## src/rtl/uart_tx_arbiter.sv

```systemverilog
// uart_tx_arbiter: shares one UART transmitter between the boot and CPU byte ports,
// granting round-robin (boot-only while booting) and sequencing strobe, done-wait and guard gap.
module uart_tx_arbiter #(
    parameter int TMO_W       = 16,
    parameter int TIMEOUT_CYC = 50000,
    parameter int GAP_CYC     = 2
) (
    input  logic       clk,
    input  logic       rst,
    input  logic       booting,
    input  logic       boot_valid,
    input  logic [7:0] boot_data,
    output logic       boot_ready,
    input  logic       cpu_valid,
    input  logic [7:0] cpu_data,
    output logic       cpu_ready,
    output logic       uart_transmit,
    output logic [7:0] uart_txd_data,
    input  logic       uart_txd_done,
    input  logic       err_clr,
    output logic       busy,
    output logic       grant_id,
    output logic       timeout_err
);
    localparam logic [1:0] S_IDLE = 2'd0;
    localparam logic [1:0] S_SEND = 2'd1;
    localparam logic [1:0] S_WAIT = 2'd2;
    localparam logic [1:0] S_GAP  = 2'd3;
    localparam int GW = (GAP_CYC > 1) ? $clog2(GAP_CYC) : 1;
    localparam logic [TMO_W-1:0] TMO_LAST = TMO_W'(TIMEOUT_CYC - 1);
    localparam logic [GW-1:0] GAP_LAST = GW'((GAP_CYC > 0) ? GAP_CYC - 1 : 0);
    localparam logic [1:0] S_AFTER = (GAP_CYC == 0) ? S_IDLE : S_GAP;

    logic [1:0]       r_state;
    logic [TMO_W-1:0] r_tmo;
    logic [GW-1:0]    r_gap;
    logic             r_last;
    logic             r_grant;
    logic             r_err;
    logic [7:0]       r_data;
    logic             w_idle;
    logic             w_sel_boot;
    logic             w_sel_cpu;
    logic             w_done;
    logic             w_tmo_hit;

    // r_last = 1 means the CPU had the last grant, so boot wins the next tie
    assign w_idle        = !rst && r_state == S_IDLE;
    assign w_sel_boot    = boot_valid && (booting || !cpu_valid || r_last);
    assign w_sel_cpu     = !booting && cpu_valid && (!boot_valid || !r_last);
    assign boot_ready    = w_idle && w_sel_boot;
    assign cpu_ready     = w_idle && w_sel_cpu;
    assign w_done        = r_state == S_WAIT && uart_txd_done;
    assign w_tmo_hit     = r_state == S_WAIT && !uart_txd_done && r_tmo == TMO_LAST;
    assign uart_transmit = r_state == S_SEND;
    assign busy          = r_state != S_IDLE;
    assign uart_txd_data = r_data;
    assign grant_id      = r_grant;
    assign timeout_err   = r_err;

    always_ff @(posedge clk) begin
        if (rst) begin
            r_state <= S_IDLE;
            r_tmo   <= '0;
            r_gap   <= '0;
            r_last  <= 1'b1;
            r_grant <= 1'b0;
            r_err   <= 1'b0;
            r_data  <= 8'h00;
        end else begin
            r_err <= w_tmo_hit || (r_err && !err_clr);
            case (r_state)
                S_IDLE: begin
                    if (boot_ready || cpu_ready) begin
                        r_state <= S_SEND;
                        r_data  <= cpu_ready ? cpu_data : boot_data;
                        r_grant <= cpu_ready;
                        r_last  <= cpu_ready;
                    end
                end
                S_SEND: begin
                    r_state <= S_WAIT;
                    r_tmo   <= '0;
                end
                S_WAIT: begin
                    if (w_done || w_tmo_hit) begin
                        r_state <= S_AFTER;
                        r_gap   <= '0;
                    end else begin
                        r_tmo <= r_tmo + 1'b1;
                    end
                end
                default: begin
                    if (r_gap == GAP_LAST) r_state <= S_IDLE;
                    else r_gap <= r_gap + 1'b1;
                end
            endcase
        end
    end
endmodule

```

## config.mk

```make
export PLATFORM = sky130hd
export DESIGN_NAME = uart_tx_arbiter
export DESIGN_NICKNAME = d
export VERILOG_FILES = /design/src/rtl/uart_tx_arbiter.sv
export SDC_FILE = /design/constraint.sdc
export NUM_CORES = 1
export LEC_CHECK = 0
export CORE_ASPECT_RATIO = 2
export CORE_MARGIN = 2
export CORE_UTILIZATION = 50
export CTS_CLUSTER_SIZE = 24
export DETAILED_ROUTE_END_ITERATION = 6
export GPL_ROUTABILITY_DRIVEN = 0
export GPL_TIMING_DRIVEN = 0
export PLACE_DENSITY = 0.81
export SLEW_MARGIN = 40
export SYNTH_ARGS = -nofsm -noshare
export SYNTH_HDL_FRONTEND = slang
export SYNTH_SLANG_ARGS = --single-unit
```

## constraint.sdc

```tcl
create_clock -name clk -period 4.2 [get_ports clk]
set_input_delay 0.42 -clock clk [delete_from_list [all_inputs] [get_ports clk]]
set_output_delay 0.42 -clock clk [all_outputs]
set_load 0.005 [all_outputs]
```

# --- After elaboration in Yosys (flattened, before gate mapping) ---
# Cells that the tools add are included.
# W data, S select, Z words.
word_totals:
  output_inout_bits: 14
  ff_bits: 30
  word_cells: 58
  inputBits: 23
op_classes:
  n_bitwise: 1
  mux: 10
  addsub: 2
  n_reduce_logical: 32
  eq_ne: 6
ops:
  columns: ["operator", "n"]
  rows:
  - ["$pmux W16 S2", 1]
  - ["$add A16 B1 Y16 const B", 1]
  - ["$eq A16 B16 Y1 const B", 1]
  - ["$mux W16", 1]
  - ["$logic_and A1 B1 Y1", 10]
  - ["$mux W8", 1]
  - ["$logic_not A1 Y1", 7]
  - ["$logic_or A1 B1 Y1", 6]
  - ["$mux W2", 3]
  - ["$pmux W2 S3", 1]
  - ["$reduce_and A2 Y1", 3]
  - ["$ne A2 B1 Y1 const B", 2]
  - ["$reduce_bool A2 Y1", 2]
  - ["$reduce_bool A4 Y1", 1]
  - ["$reduce_and A3 Y1", 1]
  - ["$eq A2 B1 Y1 const B", 1]
  - ["$eq A2 B2 Y1 const B", 1]
  - ["$logic_not A2 Y1", 1]
  - ["$mux W1", 2]
  - ["$ne A2 B2 Y1 const B", 1]
  - ["$pmux W1 S2", 1]
  - ["$reduce_or A2 Y1", 1]
  - ["$add A1 B1 Y1 const B", 1]
  - ["$not A1 Y1", 1]

# --- Logic depth before layout (Yosys ltp) ---
depth:
  ltp_word: 8
  depth_mapped: 8
  mapped_depth_nobuf: 7

# --- Worst setup path before layout ---
# OpenSTA, ideal clock, no wires.
synth_path:
  path_type: "register to output"
  start: "reg r_state[0]"
  end: "out cpu_ready"
  setup_slack_ns: 2.446
  required_ns: 3.780
  arrival_time_ns: 1.334
  stages_incl_launch_ff: 8
  path_buffers: 1
  cell_sequence: "dfxtp_1 > inv_1 > ha_1 > inv_2 > nor2_2 > nand3_1 > buf_2 > inv_1"
synth_via:
  elab_chain_len: 3
synth_lines:
  columns: ["element", "line", "source"]
  rows:
  - ["start: declaration", "34", "logic [1:0] r_state;"]
  - ["start signal: assignment", "63", "r_state <= S_IDLE;"]
  - ["start signal: assignment", "75", "r_state <= S_SEND;"]
  - ["start signal: assignment", "82", "r_state <= S_WAIT;"]
  - ["$logic_not A2 Y1", "48", "assign w_idle = !rst && r_state == S_IDLE;"]
  - ["$logic_and A1 B1 Y1", "48", null]
  - ["$logic_and A1 B1 Y1", "52", "assign cpu_ready = w_idle && w_sel_cpu;"]
  - ["end: declaration", "16", "output logic cpu_ready,"]
# Every way passes these cells.

# --- Final worst setup path ---
# Same ends and word-level chain as after synthesis.

==> metrics.md <==
| Metric | Value |
|---|---|
| Clock transition at path regs | 60 ps |
| Synthesized instance count | 164 |
| Total CTS buffers | 5 |
| Clk buf depth | 2 |
| H-tree levels | 2 |
| CTS Hold Bufs | 0 |
| Clock Latency Late Sink | 290 ps |
| Switching share of power | 31.0% |
| Sequential element share of the synthesized area | 40.2% |
| Core Area | 2910 µm² |
| Fmax | 360 MHz |
| Comb power frac | 35.2% |
| Period minus WS final | 2780 ps |
| Final setup skew | 8.14 ps |
| Drt total wl | 3.30 mm |
| Post-CTS sizing | 0 |
| Synth Area per Inst | 9.11 µm² |
| Rows | 28 |
| Critical Path RT | 3780 ps |
| Synthesized area | 1490 µm² |
| Slew @ Worst Pin | 446 ps |
| Worst Hold Class | reg -> reg |
| WP data arrival | 2360 ps |
| Layout Nets | 234 |
| CTS Sinks | 30 |
| Syn. warnings | 0 |
| Pre-antenna DRT Iters | 4 |
| Ys async rst share | 0% |
| WL/cell | 13.9 µm |
| Num ports | 37 |
| RSZ-0062 raised after global routing | no |
| First-pass GRT wire length | 5.73 mm |
| Layout area overhead | 31.7% |
| HPWL after detailed placement | 2.54 mm |
| Flop pwr share | 39.4% |
| Net Sw Power | 264 µW |
| Routed vias | 1,358 |
| IO Port Bufs | 36 |
| Post-synth top flop | dfxtp_1 |
| Antenna diodes | 0 |
| Share of post-route cells with drive strength above 1 | 7.73% |
| Synth Register Bits | 30 |
| DP Worst Slack | 1550 ps |
| # DRC | 0 |
| Max-slew headroom | 70.3% |
| Status | finished, final reports clean |
| Vias in the first global route | 1,365 |
| Pwr Total | 851 µW |
| CP max FO | 10 |
| DR vias/cell | 5.73 |
| Setup crit start kind | flop |
| Post-synth EDFFs | 0 |
| Netlist cell types | 39 |
| Antenna Nets Post-Route | 0 |
| Die X | 42.7 µm |
| Power density over cell area | 432 nW/µm² |
| CTS tree | done |
| Setup Total Neg Slack | 0 ps |
| Critical Path Sink Type | primary output |
| Max Slew Vio Count | 0 |
| Die H | 81.3 µm |
| Most frequent cells in the layout | clkdlybuf4s50_1, dfxtp_1, nor2_1 |
| Initial DRC count | 26 |
| PnR worst setup slack | 1420 ps |
| Setup violators final | 0 |
| Full die area | 3470 µm² |
| Hold slack | 464 ps |
| Initial core utilization | 51.4% |
| Maximum number of pins on one net before global-route repair | 11 |
| Root buffer cell | clkbuf_8 |
| Most common cell after layout, fill and taps aside | clkdlybuf4s50_1 |
| Initial antenna violation count | 0 |
| Critical setup path kind | reg -> out |
| Grt total ovfl | 0 |
| Setup bufs post-CTS | 0 |
| Clock power share | 25.4% |
| Hold Fails Final Rpt | 0 |
| Syn nets | 191 |
| Lkg Pwr | 0.748 nW |
| Int Pwr | 587 µW |
| Max-Cap Viols | 0 |
| Worst ir drop on vdd | 0.241 mV |
| Total Routing Usage GR | 21.5% |
| Final Cycle Share | 66.2% |
-- registers in the layout (all words and copies together), names as in the netlist --
register,flops
uart_txd_data,8
r_state,2
timeout_err,1
r_gap,1
grant_id,1
r_tmo,16
r_last,1
-- area by class of cell --
cell class	instances	area [µm²]
Timing Repair Buffer	36	360
Sequential cell	30	601
Fill cell	249	940
Clock buffer	7	76.3
Tap cell	30	37.5
Buffer	6	35.0
Inverter	5	18.8
Multi-Input combinational cell	123	840
-- Yosys cell counts (all sizes together) (4+ instances only) --
cell type / count / area [µm²]
xnor2: 4 / 35.0
a21oi: 7 / 35.0
nand2: 10 / 37.5
dfxtp: 30 / 601
and4: 4 / 35.0
nand2b: 6 / 37.5
o21ai: 5 / 25.0
mux2i: 9 / 90.1
a211oi: 8 / 60.1
nand3: 6 / 30.0
or3: 4 / 25.0
inv: 5 / 18.8
xor2: 7 / 61.3
ha: 4 / 50.1
nor2: 24 / 92.6
-- stage by stage --
| step | cell area, µm² | utilization (%) | cells |
|---|---|---|---|
| after global placement | 1890 | 65.1 | 230 |
| final | 1970 | 67.7 | 237 |
| after global routing | 1970 | 67.7 | 237 |
| after CTS | 1970 | 67.7 | 237 |
| after detailed placement | 1890 | 65.1 | 230 |
| after floorplan | 1490 | - | 164 |
-- layer usage --
metal	vias up	routed length [µm]	global-route usage [%]
li1	664	-	-
met1	650	1230	21.4
met2	38	1870	40.8
met3	6	155	5.33
met4	0	51	9.06
met5	-	0	0
-- cell families after synthesis --
family	synth area share, %
flops	40.2
fa+ha+maj	3.35
simple gates	27.3
compound gates	12.1
xor+xnor	6.45
mux	7.04
buf+inv	3.60
-- power by group through the flow --
stage / Clock, mW / Sequential [mW] / Combinational (mW)
after global placement: 0 / 0.340 / 0.293
after floorplan: 0 / 0.339 / 0.185
after global routing: 0.233 / 0.340 / 0.331
final: 0.216 / 0.335 / 0.299
after CTS: 0.220 / 0.336 / 0.302
after detailed placement: 0 / 0.341 / 0.300
-- critical path, stage by stage, from the launching register on --
cell and delay [ps]:
dfxtp_1 320, inv_1 80, ha_1 310, inv_2 70, nor2_2 130, nand3_1 300
buf_2 300, inv_1 70, clkdlybuf4s50_1 490
-- path summary, 6_finish.rpt --
check	slack, ps	depth (start not counted)	start	end
worst max-delay path	1420	8	r_state[0]$_SDFFE_PP0P_	cpu_ready
worst min register to register	460	2	timeout_err$_SDFF_PP0_	timeout_err$_SDFF_PP0_
worst min-delay path	460	2	timeout_err$_SDFF_PP0_	timeout_err$_SDFF_PP0_
worst max register to register	2370	7	r_state[0]$_SDFFE_PP0P_	uart_txd_data[5]$_SDFFE_PP0P_
Power figures use the tool's default switching activity.
==> RTL edit, RTL diff (same settings) <==
Change the parameter `GAP_CYC` from 2 to 4.
--- a/src/rtl/uart_tx_arbiter.sv
+++ b/src/rtl/uart_tx_arbiter.sv
@@ -5,3 +5,3 @@
     parameter int TIMEOUT_CYC = 50000,
-    parameter int GAP_CYC     = 2
+    parameter int GAP_CYC     = 4
 ) (
Function: changed (Yosys sat finds a counterexample within 10 cycles, from zero or initial values and one cycle with rst high).
==> RTL edit against the unedited design <==
Wire length up 8.3%. Highest routed layer unchanged. Sequential power rose by 6.9%. Sequential share of layout area is 0.53 points lower. Area after synthesis is 4.9% higher. Die area increased by 4.6%. Largest cell class unchanged. Cell area up 5.1%. Power rose by 15%. Worst setup slack worse by 57 ps. Sequential cell count is 1 higher.
==> RTL edit: results (changes against the unedited design) <==
Outcome
  • Result of the run: complete, no violations (unchanged)

STA
  • Clock tree skew after final layout: 11.19 ps (was 8.143 ps)
  • Transition time at the pin with the least slew margin: 491.0 ps (was 446.0 ps)

Yosys
  • Instance count of the mapped netlist: 172 (was 164)
  • Number of distinct library cells after synthesis: 40 (was 39)
  • Proportion of synthesized flip-flops having asynchronous set or reset: 0% (unchanged)
  • Compound-Gate Fraction of Synth Area: 14.84% (was 12.06%)
  • Multiplexer share of the synthesized area: 5.746% (was 7.035%)
  • Synthesized-area fraction occupied by adder cells: 3.990% (was 3.350%)
  • Post-synth net total: 200 (was 191)
  • Yosys warnings: 0 (unchanged)
  • Top cells by count, synth: 31 x dfxtp_1, 28 x nor2_1, 12 x xor2_1 (was 30 x dfxtp_1, 23 x nor2_1, 10 x nand2_1, 9 x mux2i_1, 8 x a211oi_1)
  • Seq/Total Area, Yosys: 39.58% (was 40.20%)
  • Xor/xnor cell area share of the yosys netlist: 7.263% (was 6.449%)
  • Largest cells by area after synthesis: dfxtp_1 40%, nor2_1 6.7%, xor2_1 6.7% (was dfxtp_1 40%, mux2i_1 6.0%, nor2_1 5.8%)

Worst hold path
  • Hold_sp: grant_id$_SDFFE_PP0P_ (was timeout_err$_SDFF_PP0_)
  • Worst min-delay path endpoint: grant_id$_SDFFE_PP0P_ (was timeout_err$_SDFF_PP0_)

Final layout
  • Final nets: 243 (was 234)
  • Flip-flop count of the largest register, all copies and words added: 16 (unchanged)
  • Number of filler instances in the final layout: 247 (was 249)
  • Proportion of layout cells with a drive suffix above 1: 10.19% (was 7.729%)
  • Cell Count, Final, Fillers Out: 246 (was 237)

Global routing
  • Wire length of the first global-routing pass: 6196 µm (was 5727 µm)
  • Via count of the first global-routing pass: 1479 (was 1365)
  • Overall global routing resource usage: 22.05% (was 21.53%)

Clocking
  • H-tree levels: 2 (unchanged)
  • Clock latency on the worst-skew pair: 290 ps (about the same)
  • Max clock buf depth: 2 (unchanged)

Detailed routing
  • Count of TritonRoute iterations in the first routing pass: 4 (unchanged)
  • DR iter-0 viols: 17 (was 26)
  • Sum of routed wire length over all layers: 3572 µm (was 3299 µm)
  • Total vias in the final route: 1365 (was 1358)

Worst setup path
  • Worst reg-to-reg setup slack: 2260 ps (was 2370 ps)
  • Data arrival time of the worst path: 2420 ps (was 2360 ps)
  • Critical path buffer and inverter count: 6 (was 5)
  • End of the worst register-to-register path: r_tmo[12]$_SDFFE_PP0P_ (was uart_txd_data[5]$_SDFFE_PP0P_)

Place
  • Half-perimeter wire length after placement: 2777 µm (was 2544 µm)

Pwr
  • Maximum ir drop on the vdd rail: 419.1 µV (was 240.6 µV)
RTL edit: cell types whose count changed after synthesis, moves of 2 or more:
cell,unedited run,this run
nand3_1,6,8
xnor2_1,4,1
and4_1,4,2
or2_2,0,2
or3_1,4,0
and4bb_2,0,2
nor2_1,23,28
and3_1,3,1
o21ai_0,5,2
inv_1,4,7
a21oi_1,7,9
xor2_1,7,12
nor2b_1,2,0
and4bb_1,2,0
RTL edit: layer usage:
metal / global-route usage, % / routed length (µm) / vias up
met5: 0 / 0 / -
met4: 10.74 / 83 / 0
met3: 4.783 / 146 / 7
met2: 41.98 / 2065 / 34
met1: 19.95 / 1277 / 639
li1: - / - / 685
RTL edit: final cells by class:
| cell class | instances | area [µm²] | share of cell area, % |
|---|---|---|---|
| multi-input combinational | 128 | 885.9 | 42.81 |
| sequential | 31 | 620.6 | 29.99 |
| timing repair buffer | 36 | 360.3 | 17.41 |
| clock buffer | 7 | 96.34 | 4.655 |
| tap | 30 | 37.54 | 1.814 |
| buffer | 6 | 35.03 | 1.693 |
| inverter | 7 | 26.28 | 1.270 |
| clock inverter | 1 | 7.507 | 0.3628 |
RTL edit: per-stage QoR:
stage               setup WS, ps  cell area [µm²]  hold WS, ps
finish                      1364             2069        485.8
global route                1131             2069        530.4
CTS                         1338             2069        486.1
detailed placement          1536             1966        469.4
global placement            1577             1966        468.9
floorplan                   2415             1568        459.8
RTL edit: power by group:
group | switching [mW] | internal, mW | leakage, nW | total [mW]
clock network | 0.116 | 0.149 | 0.0505 | 0.265
logic | 0.174 | 0.182 | 0.468 | 0.356
registers | 0.0275 | 0.330 | 0.252 | 0.358
